## src/rtl/key_pulse_gen_pkg.sv

```systemverilog
// key_pkg: shared types and constants for the key_pulse_gen button conditioner.
// Holds the FSM state encoding, counter width and channel index map.
package key_pkg;

  localparam int CNT_W = 16;

  localparam int KEY_UP    = 0;
  localparam int KEY_DOWN  = 1;
  localparam int KEY_LEFT  = 2;
  localparam int KEY_RIGHT = 3;
  localparam int KEY_RAND  = 4;

  typedef enum logic [1:0] {
    IDLE      = 2'd0,
    PRESS_CHK = 2'd1,
    HELD      = 2'd2,
    REL_CHK   = 2'd3
  } key_state_t;

  // Terminal count for a window of n cycles, counted 0-based.
  function automatic logic [CNT_W-1:0] last_cnt(input int unsigned n);
    return CNT_W'(n - 1);
  endfunction

endpackage

```

## src/rtl/key_pulse_gen_if.sv

```systemverilog
// key_pulse_gen_if: raw button inputs and conditioned pulse/level outputs.
// master = button/board side and consumer, slave = key_pulse_gen.
interface key_pulse_gen_if #(
  parameter int N_KEYS = 5
);

  logic [N_KEYS-1:0] key_raw;
  logic [N_KEYS-1:0] key_pulse;
  logic [N_KEYS-1:0] key_level;
  logic              any_pulse;

  modport master (
    output key_raw,
    input  key_pulse,
    input  key_level,
    input  any_pulse
  );

  modport slave (
    input  key_raw,
    output key_pulse,
    output key_level,
    output any_pulse
  );

endinterface

```

## src/rtl/key_pulse_gen_channel.sv

```systemverilog
// key_channel: 2-flop synchroniser, debounce FSM and press pulse for one button.
// Auto-repeat while held is built only when KEY_PULSE_AUTOREPEAT_EN is defined.
module key_channel
  import key_pkg::*;
#(
  parameter int DEBOUNCE_CYC = 20
`ifdef KEY_PULSE_AUTOREPEAT_EN
  ,
  parameter int REPEAT_DELAY  = 500,
  parameter int REPEAT_PERIOD = 150
`endif
) (
  input  logic clk_d,
  input  logic rst,
  input  logic i_raw,
  output logic o_pulse,
  output logic o_level,
  output logic o_pulse_nxt
);

  localparam logic [CNT_W-1:0] LAST = last_cnt(DEBOUNCE_CYC);
  localparam logic [CNT_W-1:0] ONE  = CNT_W'(1);
  localparam bit ONE_CYC = (DEBOUNCE_CYC == 1);

  logic [1:0]       r_sync;
  key_state_t       r_state;
  logic [CNT_W-1:0] r_cnt;

  logic w_sync;
  logic w_accept;
  logic w_repeat;

  assign w_sync = r_sync[1];

  // With a 1-cycle window the first sync=1 sample already qualifies.
  assign w_accept = w_sync &&
                    ((r_state == IDLE && ONE_CYC) ||
                     (r_state == PRESS_CHK && r_cnt == LAST));

  assign o_pulse_nxt = w_accept | w_repeat;

  always_ff @(posedge clk_d) begin
    if (rst) begin
      r_sync  <= 2'b00;
      r_state <= IDLE;
      r_cnt   <= '0;
      o_pulse <= 1'b0;
      o_level <= 1'b0;
    end else begin
      r_sync  <= {r_sync[0], i_raw};
      o_pulse <= o_pulse_nxt;
      unique case (r_state)
        IDLE: begin
          if (w_sync) begin
            if (ONE_CYC) begin
              r_state <= HELD;
              o_level <= 1'b1;
            end else begin
              r_state <= PRESS_CHK;
              r_cnt   <= ONE;
            end
          end
        end
        PRESS_CHK: begin
          if (!w_sync) begin
            r_state <= IDLE;
          end else if (r_cnt == LAST) begin
            r_state <= HELD;
            o_level <= 1'b1;
          end else begin
            r_cnt <= r_cnt + 1'b1;
          end
        end
        HELD: begin
          if (!w_sync) begin
            if (ONE_CYC) begin
              r_state <= IDLE;
              o_level <= 1'b0;
            end else begin
              r_state <= REL_CHK;
              r_cnt   <= ONE;
            end
          end
        end
        REL_CHK: begin
          if (w_sync) begin
            r_state <= HELD;
          end else if (r_cnt == LAST) begin
            r_state <= IDLE;
            o_level <= 1'b0;
          end else begin
            r_cnt <= r_cnt + 1'b1;
          end
        end
        default: r_state <= IDLE;
      endcase
    end
  end

`ifdef KEY_PULSE_AUTOREPEAT_EN
  localparam logic [CNT_W-1:0] REP_FIRST = last_cnt(REPEAT_DELAY);
  localparam logic [CNT_W-1:0] REP_NEXT  = last_cnt(REPEAT_PERIOD);

  logic [CNT_W-1:0] r_rcnt;
  logic             r_rep;

  assign w_repeat = (r_state == HELD) && w_sync &&
                    (r_rcnt == (r_rep ? REP_NEXT : REP_FIRST));

  // Any exit from HELD, including a release bounce, restarts the delay.
  always_ff @(posedge clk_d) begin
    if (rst || r_state != HELD) begin
      r_rcnt <= '0;
      r_rep  <= 1'b0;
    end else if (w_repeat) begin
      r_rcnt <= '0;
      r_rep  <= 1'b1;
    end else begin
      r_rcnt <= r_rcnt + 1'b1;
    end
  end
`else
  assign w_repeat = 1'b0;
`endif

endmodule

```

## src/rtl/key_pulse_gen.sv

```systemverilog
// key_pulse_gen: N_KEYS debounced button channels with one pulse per press.
// Define KEY_PULSE_AUTOREPEAT_EN to add auto-repeat pulses while a key is held.
module key_pulse_gen
  import key_pkg::*;
#(
  parameter int N_KEYS        = 5,
  parameter int DEBOUNCE_CYC  = 20,
  parameter int REPEAT_DELAY  = 500,
  parameter int REPEAT_PERIOD = 150
) (
  input logic           clk_d,
  input logic           rst,
  key_pulse_gen_if.slave bus
);

  localparam bit CFG_OK = (DEBOUNCE_CYC >= 1) &&
                          (DEBOUNCE_CYC <= 65535) &&
                          (REPEAT_DELAY >= 1) &&
                          (REPEAT_PERIOD >= 1) &&
                          (N_KEYS > KEY_RAND);

  if (!CFG_OK) begin : g_bad_cfg
    $error("key_pulse_gen: illegal parameter set");
  end

  logic [N_KEYS-1:0] w_pulse;
  logic [N_KEYS-1:0] w_level;
  logic [N_KEYS-1:0] w_pulse_nxt;
  logic              r_any;

  for (genvar g = 0; g < N_KEYS; g++) begin : g_ch
    key_channel #(
      .DEBOUNCE_CYC (DEBOUNCE_CYC)
`ifdef KEY_PULSE_AUTOREPEAT_EN
      ,
      .REPEAT_DELAY (REPEAT_DELAY),
      .REPEAT_PERIOD(REPEAT_PERIOD)
`endif
    ) u_ch (
      .clk_d      (clk_d),
      .rst        (rst),
      .i_raw      (bus.key_raw[g]),
      .o_pulse    (w_pulse[g]),
      .o_level    (w_level[g]),
      .o_pulse_nxt(w_pulse_nxt[g])
    );
  end

  // OR the next-state pulses so any_pulse lines up with key_pulse.
  always_ff @(posedge clk_d) begin
    if (rst) begin
      r_any <= 1'b0;
    end else begin
      r_any <= |w_pulse_nxt;
    end
  end

  assign bus.key_pulse = w_pulse;
  assign bus.key_level = w_level;
  assign bus.any_pulse = r_any;

endmodule

```

## src/flat_wrapper.sv

```systemverilog
// flat-port wrapper written by rule: the top's interface ports become plain ports
module key_pulse_gen_flat import key_pkg::*;
#(
  parameter int N_KEYS        = 5,
  parameter int DEBOUNCE_CYC  = 20,
  parameter int REPEAT_DELAY  = 500,
  parameter int REPEAT_PERIOD = 150
)
  (clk_d, rst, bus_key_raw, bus_key_pulse, bus_key_level, bus_any_pulse);
  key_pulse_gen_if #(.N_KEYS(N_KEYS)) bus_i ();
  input logic clk_d;
  input logic rst;
  input wire logic [$bits(bus_i.key_raw)-1:0] bus_key_raw;
  output wire logic [$bits(bus_i.key_pulse)-1:0] bus_key_pulse;
  output wire logic [$bits(bus_i.key_level)-1:0] bus_key_level;
  output wire logic [$bits(bus_i.any_pulse)-1:0] bus_any_pulse;
  assign bus_i.key_raw = bus_key_raw;
  assign bus_key_pulse = bus_i.key_pulse;
  assign bus_key_level = bus_i.key_level;
  assign bus_any_pulse = bus_i.any_pulse;
  key_pulse_gen #(.N_KEYS(N_KEYS), .DEBOUNCE_CYC(DEBOUNCE_CYC), .REPEAT_DELAY(REPEAT_DELAY), .REPEAT_PERIOD(REPEAT_PERIOD)) u_core (.clk_d(clk_d), .rst(rst), .bus(bus_i));
endmodule
```

## config.mk

```make
export PLATFORM = sky130hd
export DESIGN_NAME = key_pulse_gen_flat
export DESIGN_NICKNAME = d
export VERILOG_FILES = /design/src/rtl/key_pulse_gen_pkg.sv /design/src/rtl/key_pulse_gen_if.sv /design/src/rtl/key_pulse_gen_channel.sv /design/src/rtl/key_pulse_gen.sv /design/src/flat_wrapper.sv
export SDC_FILE = /design/constraint.sdc
export NUM_CORES = 1
export LEC_CHECK = 0
export CAP_MARGIN = 20
export CELL_PAD_IN_SITES_DETAIL_PLACEMENT = 1
export CELL_PAD_IN_SITES_GLOBAL_PLACEMENT = 1
export CORE_MARGIN = 2
export CORE_UTILIZATION = 44
export DETAILED_ROUTE_END_ITERATION = 6
export DONT_BUFFER_PORTS = 1
export HOLD_SLACK_MARGIN = 0.05
export PLACE_DENSITY = 0.88
export SYNTH_ARGS = -nofsm -noshare
export SYNTH_HDL_FRONTEND = slang
export SYNTH_SLANG_ARGS = --single-unit
```

## constraint.sdc

```tcl
create_clock -name clk_d -period 2.1 [get_ports clk_d]
set_clock_uncertainty 0.2 [all_clocks]
set_input_delay 0.42 -clock clk_d [delete_from_list [all_inputs] [get_ports clk_d]]
set_output_delay 0.42 -clock clk_d [all_outputs]
set_load 0.01 [all_outputs]
```

# After elaboration in Yosys (flattened, before gate mapping)
# Index checks and enable logic that the tools add are counted.
# totals
register_bits	111
out_inout_bits	11
word_cells	217
# classes
addsub	5
eq_ne	60
n_mux	90
reduce_logical	36
# ops
operator	n
$mux W16	25
$pmux W16 S4	5
$add A16 B1 Y16 const B	5
$eq A16 B5 Y1 const B	5
$mux W2	30
$ne A2 B2 Y1 const B	25
$pmux W2 S4	5
$reduce_and A4 Y1	10
$reduce_and A5 Y1	5
$eq A2 B2 Y1 const B	10
$mux W1	20
$ne A3 B2 Y1 const B	5
$ne A3 B3 Y1 const B	5
$eq A2 B1 Y1 const B	5
$logic_and A1 B1 Y1	10
$logic_not A2 Y1	5
$ne A2 B1 Y1 const B	5
$pmux W1 S2	5
$reduce_bool A2 Y1	5
$reduce_or A5 Y1	1

# Depth between registers and ports, before layout
# Gate-level depths: netlist (run 1).
# depth
ltp_word	4
depth_mapped	9
mapped_depth_nobuf	6

# Hierarchy
# Synthesis (run 1) repeated with hierarchy kept, for this count alone.
# unflattened
cells_unflattened	569
hier_area_um2	5032.3
# modules_own_cells
module	n_inst	cells_each	area_per_inst_um2
key_channel	5	113	999.7
key_pulse_gen	1	4	33.8

# Worst setup path after synthesis (run 1)
# OpenSTA, ideal clock, no wires.
# synth_path
path_kind	register to register
startpoint	register u_core.g_ch[0].u_ch.r_cnt[0]
endpoint	register u_core.g_ch[0].u_ch.r_cnt[15]
arrival_ns	1.922
required_time_ns	1.826
setup_slack_ns	-0.096
stages_incl_launch_ff	9
n_path_buf	2
path_cell_list	dfxtp_1 ha_1 nor4b_1 and4_1 buf_6 or2_1 buf_6 or4b_1 a31oi_1
# synth_between
elab_chain_len	4
elab_cells_between_ends	6
# synth_rtl
element	line_no	rtl
start, declared	key_pulse_gen_channel.sv:27	logic [CNT_W-1:0] r_cnt;
start signal, assigned	key_pulse_gen_channel.sv:71	r_cnt <= r_cnt + 1'b1;
start signal, assigned	key_pulse_gen_channel.sv:92	r_cnt <= r_cnt + 1'b1;
$add A16 B1 Y16 or $eq A16 B5 Y1 (tied branches)	n/a	
$mux W16 *	key_pulse_gen_channel.sv:67, key_pulse_gen_channel.sv:88	
$mux W16, on equally long branches	key_pulse_gen_channel.sv:86, key_pulse_gen_channel.sv:65	
$pmux W16 S4 *	key_pulse_gen_channel.sv:52	unique case (r_state)
# Every way passes the cells marked *; elsewhere a longest branch is shown, timed or not. The select of a mux whose other input is x is not followed.
# A chain may end at the register's enable or synchronous reset.

# Worst setup path in the final report (run 1)
# layout_path
startpoint	register u_core.g_ch[4].u_ch.r_cnt[1]
endpoint	register u_core.g_ch[4].u_ch.r_cnt[2]
# layout_between
elab_chain_len	4
elab_cells_between_ends	6
# layout_rtl
element	line_no
start, declared	key_pulse_gen_channel.sv:27
start signal, assigned	key_pulse_gen_channel.sv:71
start signal, assigned	key_pulse_gen_channel.sv:92
$add A16 B1 Y16 or $eq A16 B5 Y1 (tied branches)	n/a
$mux W16 *	key_pulse_gen_channel.sv:67, key_pulse_gen_channel.sv:88
$mux W16, on equally long branches	key_pulse_gen_channel.sv:86, key_pulse_gen_channel.sv:65
$pmux W16 S4 *	key_pulse_gen_channel.sv:52
# Marked as above.

==> results of run 1 <==
## metal layers
| metal | GRT usage [%] | routed length (µm) | up-vias |
|---|---|---|---|
| met5 | 0 | 0 | - |
| met4 | 8.21 | 356 | 0 |
| met3 | 7.57 | 616 | 31 |
| met2 | 41.1 | 8020 | 107 |
| met1 | 28.9 | 6510 | 2492 |
| li1 | - | - | 2381 |
## placed cells by master, fill, tap and decap left out, types with 15 or more instances in the layout
cell type,netlist,layout
nor2_1,81,80
buf_4,12,59
xor2_1,19,19
dfxtp_1,111,97
o21ai_0,24,22
nand3_1,40,39
a21oi_1,31,27
xnor2_1,17,17
nand4_1,17,17
nor3_1,19,17
nand2_1,42,39
nor2b_1,16,15
nor4_1,16,15
## metrics by stage
stage / cell area [µm²] / TNS (ns) / hold WS [ns] / total power [µW] / std cells
floorplan: 5380 / -0.0173 / 0.214 / 2320 / 635
detailed placement: 5740 / -0.136 / 0.225 / 2330 / 795
global placement: 5740 / -0.00320 / 0.229 / 2320 / 795
finish: 6410 / -0.121 / -0.0796 / 4000 / 832
global route: 6410 / -1.30 / -0.0925 / 4140 / 832
CTS: 6200 / -0.0152 / -0.0832 / 4020 / 826
## power breakdown
part           leakage (µW)  internal [µW]  switching (µW)  total [µW]
Combinational       0.00117           73.0            81.0         154
Sequential         0.000905           2130            29.7        2160
Clock              0.000143            904             787        1690
Total               0.00222           3110             898        4000
## synthesized netlist by cell type, drive strengths merged (5+ instances only)
cell	instances	share of area (%)
or4	7	1.0
a2bb2oi	6	0.98
nand3b	13	1.8
nand2b	8	0.93
buf	19	2.5
clkbuf	18	1.3
mux2i	8	1.5
nor3	19	1.8
nand4	17	2.0
a22oi	13	1.8
ha	5	1.2
xor2	19	3.1
and4	5	0.81
a21o	6	0.84
nor2	81	5.6
nor4	18	2.3
nor2b	16	1.9
and3	11	1.3
dfxtp	111	41
nand2	42	2.9
nor4b	8	1.3
xnor2	17	2.8
a21oi	31	2.9
o21bai	6	0.91
or3	7	0.81
nand3	40	3.7
a31oi	7	0.81
inv	13	0.91
o21ai	24	2.2
## final timing paths
path | startpoint | to | slack [ns]
worst max-delay path | u_core.g_ch[4].u_ch.r_cnt[1]$_SDFFE_PP0P_ | u_core.g_ch[4].u_ch.r_cnt[2]$_SDFFE_PP0P_ | -0.06
worst min-delay path | rst | u_core.g_ch[0].u_ch.r_state[0]$_SDFFE_PP0P_ | -0.08
worst max register to register | u_core.g_ch[4].u_ch.r_cnt[1]$_SDFFE_PP0P_ | u_core.g_ch[4].u_ch.r_cnt[2]$_SDFFE_PP0P_ | -0.06
worst min register to register | u_core.g_ch[3].u_ch.r_cnt[1]$_SDFFE_PP0P_ | u_core.g_ch[3].u_ch.r_cnt[1]$_SDFFE_PP0P_ | 0.28
## sequential cells by signal (all words and copies together), names as in the netlist, named ones only
name,flops
u_core.g_ch.u_ch.r_cnt,80
u_core.g_ch.u_ch.r_sync,10
u_core.g_ch.u_ch.o_level,5
u_core.g_ch.u_ch.o_pulse,5
u_core.g_ch.u_ch.r_state,5
u_core.bus.any_pulse,1
## logic make-up (layout without fill, tap and decap cells)
| logic type | Yosys count | after routing |
|---|---|---|
| and+or+nand+nor | 309 | 309 |
| AOI/OAI and AO/OA | 113 | 113 |
| DFF | 111 | 111 |
| buffers and inverters | 50 | 100 |
| xor gates and xnor gates | 36 | 36 |
| muxes | 11 | 11 |
| adders and majority gates | 5 | 5 |
## what timing repair did
action,CTS,global route
buffers inserted,5,6
setup endpoints to repair,22,58
pin swaps,4,19
hold endpoints to repair,73,62
gates resized for setup,8,46
## area by class of cell
class,count,area [µm²]
Clock inverter,2,13.8
Timing Repair Buffer,71,566
Clock buffer,14,274
Tap cell,147,184
Multi-Input combinational cell,474,3080
Sequential cell,111,2240
Fill cell,1432,5550
Inverter,13,48.8
## critical path, stage by stage (launching register included)
cell	delay, ns
dfxtp_2	0.35
ha_4	0.14
or4bb_4	0.51
o41ai_4	0.35
buf_4	0.20
nor3b_2	0.06
o21ai_1	0.12
a21oi_1	0.09
==> metrics.txt, run 1 <==
total CTS buffers 9; layout cells sized above 1 19.3%; Post-DP HPWL 9660 µm; Worst-path clk slew 0.07 ns; per-cell routed wire length 18.6 µm; largest family of logic cells by synthesized area simple AND/OR/NAND/NOR gates; maximum vdd ir drop 0.000585 V; Syn Nets 647; DR iter-0 viols 249; Final #Nets 692; Final period util 103%; die footprint 0.0131 mm²; drt drc 0; clock sink count 111; initial core utilization 45.0%; fmax 0.464 GHz; pin count of the biggest net entering global routing 90; MaxCap Viol Count 0; Worst-Margin Slew 0.632 ns; via count 5,011; syn_area_per_cell 8.47 µm²; Worst EP arrival 2.20 ns; Simple-Gate Fraction of Synth Area 30.8%; Tmin final 2.16 ns; Power Density 625 mW/mm²; Mapped Cells 635; Routed WL 15,500 µm; First-pass DRT Iterations 4; WP data required 2.15 ns; Post-CTS Hold Fix Bufs 10; proportion of synthesized chip area in sequential cells 41.3%; synthesized cell area 0.00538 mm²; failing checks negative hold slack, negative setup slack; max_slew headroom 57.6%; Startpoint Class flip-flop; I/O pins 18; grt total ovfl 0; TritonCTS clock tree done; Worst Hold Path Cells 1; critical path peak fanout 3; critical path class flip-flop to flip-flop; xor/xnor share of the synthesized area 5.86%; diodes inserted 0; mux share of post-synthesis cell area 2.12%; distinct cell type count after synthesis 57; core footprint 0.0120 mm²; YS warnings 0; Yosys reg bits 111; row count 40; share of flip-flops with an asynchronous set or reset 0%; P&R area growth vs syn 19.1%; unrepaired setup endpoints after global routing yes; Placer Congestion 0.886; Port Buffers 0; global-route wire length before repair 25,500 µm; Synth Flop Type dfxtp_1; Clock Latency Late Sink 0.36 ns; worst hold slack -0.0796 ns; Worst Hold Class primary input to flip-flop; CTS H-tree lvls 3; GRT Overall Usage 24.2%; Final ANT Viol Nets 0; Root Driver clkbuf_16; initial antenna violation count 0; final setup vio count 6; via density per instance 6.02; vias in the first global route 5,148; Core Util, Final 53.6%; run status complete, but fails checks; setup slack after layout -0.0553 ns; Die H 115 µm; Final Hold Fails 61; Slew Limit Fails 0; width of the die 115 µm; R2R depth 7; Worst setup EP type flip-flop; compound-gate portion of the synthesized area 14.1%; Leak 0.00222 µW; clock tree buffer depth 2; EDFF count, synth 0; DP Worst Slack -0.0722 ns; Synth Area in Adders 1.16%
(Power assumes the default switching activity.)
==> run 2, diff against run 1 <==
REMOVE_ABC_BUFFERS = 1   (was unset)
==> run 2 against run 1 <==
  * Die area did not move
  * First-iteration DRC count grew 20%
  * Flip-flop and latch count is the same
  * Register-to-register slack got worse by 0.05 ns
  * Count of clock-buffer cells in the layout fell by 4
  * Clock power hardly changed
  * Final area grew 0.51%
  * Sequential share of layout area down 0.29 points
  * The run ends with negative setup slack left
  * Highest routed layer unchanged
  * Combinational power rose by 21%
  * Worst setup slack got worse by 0.051 ns
  * Fmax fell by 2.3%
==> metrics.txt, run 2 (synthesis results as in run 1) <==
r2r setup slk -0.11 ns; max_slew headroom 47.9%; Clk pwr share 41.7%; per-cell routed wire length 19.6 µm; pin count of the biggest net entering global routing 90; GRT Overall Usage 23.9%; Worst-Margin Slew 0.776 ns; Tmin final 2.21 ns; via count 5,019; fmax 0.453 GHz; biggest regs u_core.g_ch.u_ch.r_cnt: 80 flops, u_core.g_ch.u_ch.r_sync: 10 flops; combinational fraction of design power 4.6%; Flop pwr share 53.7%; vias in the first global route 5,293; Port Buffers 0; critical path class flip-flop to flip-flop; total CTS buffers 9; most frequent cells in the layout dfxtp_1, nor2_1, buf_4; Final period util 105%; I/O pins 18; Root Driver clkbuf_16; Routed WL 16,300 µm; Biggest register u_core.g_ch.u_ch.r_cnt; Startpoint Class flip-flop; WP data required 2.16 ns; final setup vio count 14; Slew Limit Fails 0; layout cells sized above 1 18.8%; Worst-path clk slew 0.08 ns; clock sink count 111; Die H 115 µm; run status complete, but fails checks; critical path peak fanout 6; worst hold slack 0.0593 ns; Placer Congestion 0.850; row count 40; diodes inserted 0; max FFs per register 80; First-pass DRT Iterations 4; Worst path max stage delay 0.55 ns; maximum vdd ir drop 0.000599 V; drt drc 0; DR iter-0 viols 298; Worst Hold Class primary input to flip-flop; Final #Nets 692; crit-path cells ha_4, or4bb_4, o41a_1, o32ai_1; slowest CP cell o41a_1; width of the die 115 µm; P_sw 986 µW; unrepaired setup endpoints after global routing yes; initial antenna violation count 0; CTS H-tree lvls 3; grt total ovfl 0; MaxCap Viol Count 0; Final Total Pwr 4020 µW; CP top delay family compound AO/OA/AOI/OAI gates; core footprint 0.0120 mm²; Worst EP arrival 2.26 ns; global-route wire length before repair 25,000 µm; TritonCTS clock tree done; die footprint 0.0131 mm²; Clock Latency Late Sink 0.36 ns; Final ANT Viol Nets 0; Worst setup EP type flip-flop; initial core utilization 45.0%; via density per instance 6.03; P&R area growth vs syn 19.7%; Power Density 624 mW/mm²; Switching Share 24.5%; setup slack after layout -0.106 ns; internal power 3040 µW; Post-DP HPWL 10,300 µm; worst path bufs/invs 0; Leak 0.00222 µW; failing checks negative setup slack; most common cell after layout, fill and taps aside dfxtp_1; clock tree buffer depth 2; Final Hold Fails 0
-- run 2: cell types whose count changed in the layout (fill, tap and decap cells not counted), moves of 2 or more --
cell	previous run	this run
a21oi_1	27	29
a21oi_2	4	2
buf_4	59	57
clkbuf_8	3	0
dfxtp_1	97	103
dfxtp_2	13	7
inv_8	0	2
nor4_1	15	11
nor4_2	2	6
-- run 2: power groups by stage --
stage	Combinational, µW	Clock, µW	Sequential, µW
3_5_place_dp	132	0	2210
3_3_place_gp	122	0	2200
4_1_cts	150	1710	2160
5_1_grt	202	1780	2160
2_1_floorplan	77.3	0	2200
6_report	187	1680	2160
-- run 2: metrics by stage --
| step | TNS, ns | utilization (%) | area, µm² | setup slack, ns | instances |
|---|---|---|---|---|---|
| 2_1_floorplan | -4.49 | - | 5180 | -0.417 | 598 |
| 6_report | -0.410 | 53.9 | 6440 | -0.106 | 832 |
| 3_3_place_gp | -0.0156 | 48.0 | 5740 | -0.0156 | 796 |
| 4_1_cts | -0.0112 | 51.8 | 6200 | -0.0112 | 826 |
| 3_5_place_dp | -0.927 | 48.0 | 5740 | -0.144 | 796 |
| 5_1_grt | -1.51 | 53.9 | 6440 | -0.128 | 832 |
-- run 2: final timing paths --
check	start	end	cells after the start
min	rst	u_core.g_ch[0].u_ch.r_cnt[8]$_SDFFE_PP0P_	2
max reg2reg	u_core.g_ch[4].u_ch.r_cnt[0]$_SDFFE_PP0P_	u_core.g_ch[4].u_ch.r_cnt[11]$_SDFFE_PP0P_	4
max	u_core.g_ch[4].u_ch.r_cnt[0]$_SDFFE_PP0P_	u_core.g_ch[4].u_ch.r_cnt[11]$_SDFFE_PP0P_	4
min reg2reg	u_core.g_ch[3].u_ch.r_cnt[1]$_SDFFE_PP0P_	u_core.g_ch[3].u_ch.r_cnt[1]$_SDFFE_PP0P_	2
-- run 2: layout make-up --
type                            count  area, µm²
Tap cell                          147        184
Clock buffer                       10        229
Multi-Input combinational cell    474       3110
Sequential cell                   111       2230
Inverter                           13       48.8
Fill cell                        1389       5520
Timing Repair Buffer               71        588
Clock inverter                      6       52.6
-- run 2: metal layers --
| metal | up-vias | track usage [%] | share of wire, % |
|---|---|---|---|
| met1 | 2502 | 27.0 | 40 |
| met2 | 107 | 43.1 | 54 |
| met3 | 24 | 5.08 | 4.4 |
| li1 | 2386 | - | - |
| met5 | - | 0 | 0 |
| met4 | 0 | 10.5 | 2.1 |
-- run 2: timing repair --
| action | 4_1_cts | 5_1_grt |
|---|---|---|
| hold buffers | 10 | 2 |
| setup endpoints to repair | 23 | 53 |
| buffers inserted | 4 | 5 |
| pin swaps | 2 | 24 |
| endpoints found under the hold margin | 73 | 63 |
| resized for setup | 14 | 40 |
